[src/rtl/riscv_ctrl_pkg.sv]
// Shared constants for the multi-cycle RISC-V control path: opcodes,
// sequencer state encodings and ALU operation selects.
package riscv_ctrl_pkg;

  localparam logic [6:0] OP_R   = 7'b0110011;
  localparam logic [6:0] OP_LD  = 7'b0000011;
  localparam logic [6:0] OP_SD  = 7'b0100011;
  localparam logic [6:0] OP_BEQ = 7'b1100011;

  typedef enum logic [2:0] {
    S_FETCH  = 3'd0,
    S_DECODE = 3'd1,
    S_EXEC   = 3'd2,
    S_MEM    = 3'd3,
    S_WB     = 3'd4,
    S_TRAP   = 3'd7
  } state_t;

  localparam logic [1:0] ALU_OP_ADD   = 2'b00;
  localparam logic [1:0] ALU_OP_SUB   = 2'b01;
  localparam logic [1:0] ALU_OP_FUNCT = 2'b10;

endpackage

[src/rtl/opcode_decode.sv]
// Combinational classifier for the four opcodes the sequencer supports.
module opcode_decode
  import riscv_ctrl_pkg::*;
(
  input  logic [6:0] opcode,
  output logic       is_r,
  output logic       is_ld,
  output logic       is_sd,
  output logic       is_beq,
  output logic       legal
);

  assign is_r   = (opcode == OP_R);
  assign is_ld  = (opcode == OP_LD);
  assign is_sd  = (opcode == OP_SD);
  assign is_beq = (opcode == OP_BEQ);
  assign legal  = is_r | is_ld | is_sd | is_beq;

endmodule

[src/rtl/multi_cycle_control.sv]
// Multi-cycle sequencer: steps each instruction through FETCH/DECODE/EXEC/MEM/WB,
// drives datapath enables/selects, counts retired instructions, traps on bad opcodes.
module multi_cycle_control
  import riscv_ctrl_pkg::*;
#(
  parameter int CNT_W = 32
) (
  input  logic             clk,
  input  logic             reset,
  input  logic             E,
  input  logic [6:0]       opcode,
  input  logic             zero,
  output logic             ir_we,
  output logic             ab_we,
  output logic             pc_we,
  output logic             pc_src,
  output logic             alu_src,
  output logic [1:0]       alu_op,
  output logic             mem_read,
  output logic             mem_write,
  output logic             mem_to_reg,
  output logic             reg_write,
  output logic [2:0]       state,
  output logic             trap,
  output logic [CNT_W-1:0] retired
);

  state_t           state_reg;
  logic [6:0]       op_reg;
  logic [CNT_W-1:0] retired_reg;

  logic [6:0] dec_op;
  logic       is_r, is_ld, is_sd, is_beq, legal;

  logic ir_we_c, ab_we_c, pc_we_c, mem_read_c, mem_write_c, reg_write_c;
  logic retire_c, retire_now;

  // In DECODE the live opcode decides legality; afterwards only the latch matters.
  assign dec_op = (state_reg == S_DECODE) ? opcode : op_reg;

  opcode_decode u_dec (
    .opcode (dec_op),
    .is_r   (is_r),
    .is_ld  (is_ld),
    .is_sd  (is_sd),
    .is_beq (is_beq),
    .legal  (legal)
  );

  always_comb begin
    ir_we_c     = 1'b0;
    ab_we_c     = 1'b0;
    pc_we_c     = 1'b0;
    mem_read_c  = 1'b0;
    mem_write_c = 1'b0;
    reg_write_c = 1'b0;
    retire_c    = 1'b0;
    pc_src      = 1'b0;
    alu_src     = 1'b0;
    alu_op      = ALU_OP_ADD;
    mem_to_reg  = 1'b0;
    trap        = 1'b0;
    if (!reset) begin
      case (state_reg)
        S_FETCH:  ir_we_c = 1'b1;
        S_DECODE: ab_we_c = 1'b1;
        S_EXEC: begin
          if (is_r) begin
            alu_op = ALU_OP_FUNCT;
          end else if (is_ld || is_sd) begin
            alu_src = 1'b1;
            alu_op  = ALU_OP_ADD;
          end else if (is_beq) begin
            alu_op   = ALU_OP_SUB;
            pc_we_c  = 1'b1;
            pc_src   = zero;
            retire_c = 1'b1;
          end
        end
        S_MEM: begin
          alu_src = 1'b1;
          alu_op  = ALU_OP_ADD;
          if (is_ld) mem_read_c = 1'b1;
          if (is_sd) begin
            mem_write_c = 1'b1;
            pc_we_c     = 1'b1;
            retire_c    = 1'b1;
          end
        end
        S_WB: begin
          reg_write_c = 1'b1;
          pc_we_c     = 1'b1;
          retire_c    = 1'b1;
          if (is_r) alu_op = ALU_OP_FUNCT;
          if (is_ld) begin
            mem_read_c = 1'b1;
            mem_to_reg = 1'b1;
          end
        end
        S_TRAP:  trap = 1'b1;
        default: ;
      endcase
    end
  end

  // E only gates the write enables; selects stay state-based while frozen.
  assign ir_we      = ir_we_c & E;
  assign ab_we      = ab_we_c & E;
  assign pc_we      = pc_we_c & E;
  assign mem_read   = mem_read_c & E;
  assign mem_write  = mem_write_c & E;
  assign reg_write  = reg_write_c & E;
  assign retire_now = retire_c & E;

  always_ff @(posedge clk or posedge reset) begin
    if (reset) begin
      state_reg   <= S_FETCH;
      op_reg      <= '0;
      retired_reg <= '0;
    end else if (E) begin
      if (retire_now) retired_reg <= retired_reg + {{(CNT_W-1){1'b0}}, 1'b1};
      case (state_reg)
        S_FETCH: state_reg <= S_DECODE;
        S_DECODE: begin
          op_reg    <= opcode;
          state_reg <= legal ? S_EXEC : S_TRAP;
        end
        S_EXEC: begin
          if (is_r)                state_reg <= S_WB;
          else if (is_ld || is_sd) state_reg <= S_MEM;
          else                     state_reg <= S_FETCH;
        end
        S_MEM:   state_reg <= is_ld ? S_WB : S_FETCH;
        S_WB:    state_reg <= S_FETCH;
        S_TRAP:  state_reg <= S_TRAP;
        default: state_reg <= S_FETCH;
      endcase
    end
  end

  assign state   = state_reg;
  assign retired = retired_reg;

endmodule
[config.mk]
export PLATFORM = sky130hd
export DESIGN_NAME = multi_cycle_control
export DESIGN_NICKNAME = d
export VERILOG_FILES = /design/src/rtl/riscv_ctrl_pkg.sv /design/src/rtl/opcode_decode.sv /design/src/rtl/multi_cycle_control.sv
export SDC_FILE = /design/constraint.sdc
export NUM_CORES = 1
export LEC_CHECK = 0
export CAP_MARGIN = 20
export CORE_AREA = 4 4 85 67
export CTS_CLUSTER_DIAMETER = 120
export CTS_CLUSTER_SIZE = 12
export DETAILED_ROUTE_END_ITERATION = 16
export DIE_AREA = 0 0 89 71
export GPL_TIMING_DRIVEN = 1
export PLACE_DENSITY = 0.84
export SLEW_MARGIN = 20
export SYNTH_ARGS = -nofsm -noshare
export SYNTH_HDL_FRONTEND = slang
export SYNTH_SLANG_ARGS = --single-unit
[constraint.sdc]
create_clock -name clk -period 2.49 [get_ports clk]
set_clock_uncertainty 0.15 [all_clocks]
set_input_delay 0.3735 -clock clk [delete_from_list [all_inputs] [get_ports clk]]
set_output_delay 0.3735 -clock clk [all_outputs]
set_load 0.01 [all_outputs]
==> run_results.csv <==
group,metric,value,unit
status,status,"finished, violations left",
status,violations,"negative setup slack",
setup_path,r2r_end,"retired[29]$_DFFE_PP0P_",
drt,ant_nets,0,
drt,routed_via_density,5.59,
sta,max_freq,388,MHz
floorplan,io_pins,58,
pwr,p_clk_frac,0.203,
sta,layout_setup_ws,-87.8,ps
sta,tns,-244,ps
clock_network,cts_root_buf,"clkbuf_8",
pwr,pwr-share-seq,0.344,
global_route,grt_pass1_wl,10.5,mm
global_route,track_usage,0.211,
setup_path,crit_fanout,3,
sta,post-route-period-util,1.04,
yosys,synthCells,226,
floorplan,die_h,71,um
clock_network,cts.sinks,42,
worst_hold_path,hold_path_depth,2,
global_route,overflow,0,
clock_network,clock_path_buffers,2,
worst_hold_path,hold_path_class,"in -> reg",
pwr,comb_power_share,0.452,
placement,place_hpwl,4.54,mm
yosys,ys_ff_latch,42,
yosys,syn_nets,238,
cells_and_area,syn_to_final_growth,51.8,%
setup_path,r2r_cells,7,
sta,period_needed,2580,ps
floorplan,fp.coreArea,4820,sq um
yosys,yosys.area_share.xor_xnor,0.125,
placement,place_congestion,0.914,
pwr,ir_drop,0.556,mV
drt,firstDrtPassIters,4,
yosys,yosys_most_used_dff,"dfrtp_1",
global_route,grt_max_degree,28,
setup_path,ff2ff_setup_slack,100,ps
floorplan,core.rowCount,22,
drt,route.detailed.drc,0,
cells_and_area,seqCellArea,1050,sq um
pwr,p_per_area,749,nW/um^2
cells_and_area,instances_no_fill,389,
cells_and_area,largest_reg_flops,32,
yosys,synth.distinct_cells,49,
sta,worstMarginPinSlew,663,ps
floorplan,start_util,0.482,
global_route,grt_pass1_vias,2130,
setup_path,r2r_start,"state[2]$_DFFE_PP0P_",
drt,drt_iter0_drc,176,
global_route,antenna_found_initial,0,
yosys,synthArstFlopShare,1.00,
sta,rsz0062_at_grt,"true",
clock_network,cts_buffers,5,
clock_network,htreeDepth,2,
placement,placed_cells,369,
drt,wire_per_inst,16.9,um
yosys,synthMuxAreaShare,0.0431,
clock_network,clkTransAtPathRegs,80,ps
pwr,p_total,0.00264,W
cells_and_area,multiInputGateArea,1370,sq um
cells_and_area,layout_common_cells,"clkdlybuf4s50_1, dfrtp_1, buf_4",
yosys,synthSimpleGateAreaFrac,0.264,
yosys,synth_edf_count,0,
worst_hold_path,worst_hold_path.endpoint,"op_reg[3]$_DFFE_PP0P_",
sta,slew_headroom,0.555,
clock_network,tritoncts,"yes",
placement,port_buffers,57,
pwr,switchingPower,0.000931,W
sta,hold_violations,0,
clock_network,clock_latency,300,ps
yosys,netlist_area,2320,sq um
cells_and_area,layout.nets,340,
flow_run,maxCapViolCount,0,
setup_path,worstPathArrival,2050,ps
setup_path,crit_path_start_kind,"flip-flop",
drt,wirelength,6.59,mm
setup_path,end_kind,"primary output",
drt,via_count,2173,
pwr,swShare,0.353,
sta,setup_viol_count_final,5,
floorplan,die_area,6320,sq um
clock_network,ctsHoldBuffers,0,
pwr,p_int,0.00171,W
yosys,seq_area_frac_synth,0.453,
yosys,yosys_warnings,0,
yosys,synth.avg_cell_area,10.3,sq um
cells_and_area,drive_above_1_share,0.295,
cells_and_area,antenna_cells,0,
setup_path,cp.required,1970,ps
worst_hold_path,hold_start,"opcode[3]",
placement,pre_cts_slack,-608,ps
setup_path,worst-setup-path-type,"reg -> out",
yosys,synthAdderAreaFrac,0.00971,
yosys,synth_top_family_by_area,"simple AND/OR/NAND/NOR gates",
pwr,p_leak,1.58,nW
cells_and_area,nFillCells,330,
sta,slew_viol_final,0,
yosys,synth-compound-area-share,0.0707,
floorplan,die_x,89,um
[layout make-up]
type	count	share of cell area
clock buffers	7	0.0217
inverters	8	0.00959
flip-flops and latches	42	0.299
repair buffers	102	0.251
clock inverters	1	0.00853
multi-input cells	169	0.389
well taps	60	0.0213
[cells in the mapped netlist (2+ instances only)]
| cell type | n | area [sq um] |
|---|---|---|
| a21oi_1 | 2 | 10.0 |
| nor4_2 | 2 | 25.0 |
| nand4bb_1 | 2 | 22.5 |
| nor4_1 | 3 | 18.8 |
| nor3_1 | 14 | 70.1 |
| a21o_1 | 2 | 15.0 |
| dfrtp_1 | 42 | 1050 |
| clkbuf_1 | 3 | 11.3 |
| xnor2_1 | 17 | 149 |
| nand2_1 | 16 | 60.1 |
| xor2_1 | 16 | 140 |
| nor4b_1 | 3 | 26.3 |
| nand4_1 | 12 | 75.1 |
| and3_1 | 4 | 25.0 |
| nand2b_1 | 2 | 12.5 |
| nor2_1 | 18 | 67.6 |
| buf_6 | 3 | 33.8 |
| inv_1 | 8 | 30.0 |
| mux2_2 | 7 | 78.8 |
| o21ai_0 | 4 | 20.0 |
| and2_1 | 2 | 12.5 |
| a2bb2oi_1 | 2 | 17.5 |
| a31oi_1 | 2 | 12.5 |
| nor2b_1 | 2 | 12.5 |
| nand3_1 | 14 | 70.1 |
[repair_timing]
item	in CTS	in global routing
resized for setup	59	16
buffers inserted	7	6
endpoints found under the setup margin	22	12
pin swaps	14	4
[kinds of logic after synthesis]
| family | count (synthesis) |
|---|---|
| DFF | 42 |
| muxes | 9 |
| and+or+nand+nor | 104 |
| adders and majority gates | 2 |
| buffers and inverters | 15 |
| AOI/OAI and AO/OA | 21 |
| xor gates and xnor gates | 33 |
[through the flow]
stage / util / hold WS, ps / area (sq um)
finish: 0.731 / 306 / 3520
global route: 0.731 / 330 / 3520
CTS: 0.706 / 304 / 3400
detailed placement: 0.658 / 324 / 3170
global placement: 0.658 / 315 / 3170
floorplan: - / 321 / 2330
[worst max-delay path by stage]
stage	startpoint	to	slack, ps
after floorplan	state[2]$_DFFE_PP0P_	pc_src	30
after global placement	opcode[3]	mem_read	-530
after detailed placement	opcode[3]	mem_read	-610
after CTS	state[1]$_DFFE_PP0P_	mem_read	-60
after global routing	state[2]$_DFFE_PP0P_	pc_src	-160
final	state[2]$_DFFE_PP0P_	pc_src	-90
[power by group through the flow]
stage	registers [W]	logic [W]	clock network (W)
final	0.000908	0.00119	0.000537
after floorplan	0.000897	0.000487	0
after global placement	0.000882	0.000883	0
after global routing	0.000925	0.00127	0.000561
after detailed placement	0.000892	0.000906	0
after CTS	0.000900	0.00102	0.000539
[critical path, stage by stage (launching register included)]
cell and delay, ps:
dfrtp_2 440, nor3b_4 270, buf_4 160, mux2_4 320, nor4b_4 270, and2_1 160
buf_2 130
[layer usage]
layer / part of all wire / track usage
met4: 0.016 / 0.0711
met1: 0.46 / 0.308
met2: 0.46 / 0.312
met3: 0.062 / 0.0431
met5: 0 / 0
No activity file was read; power rests on OpenSTA's default activity.
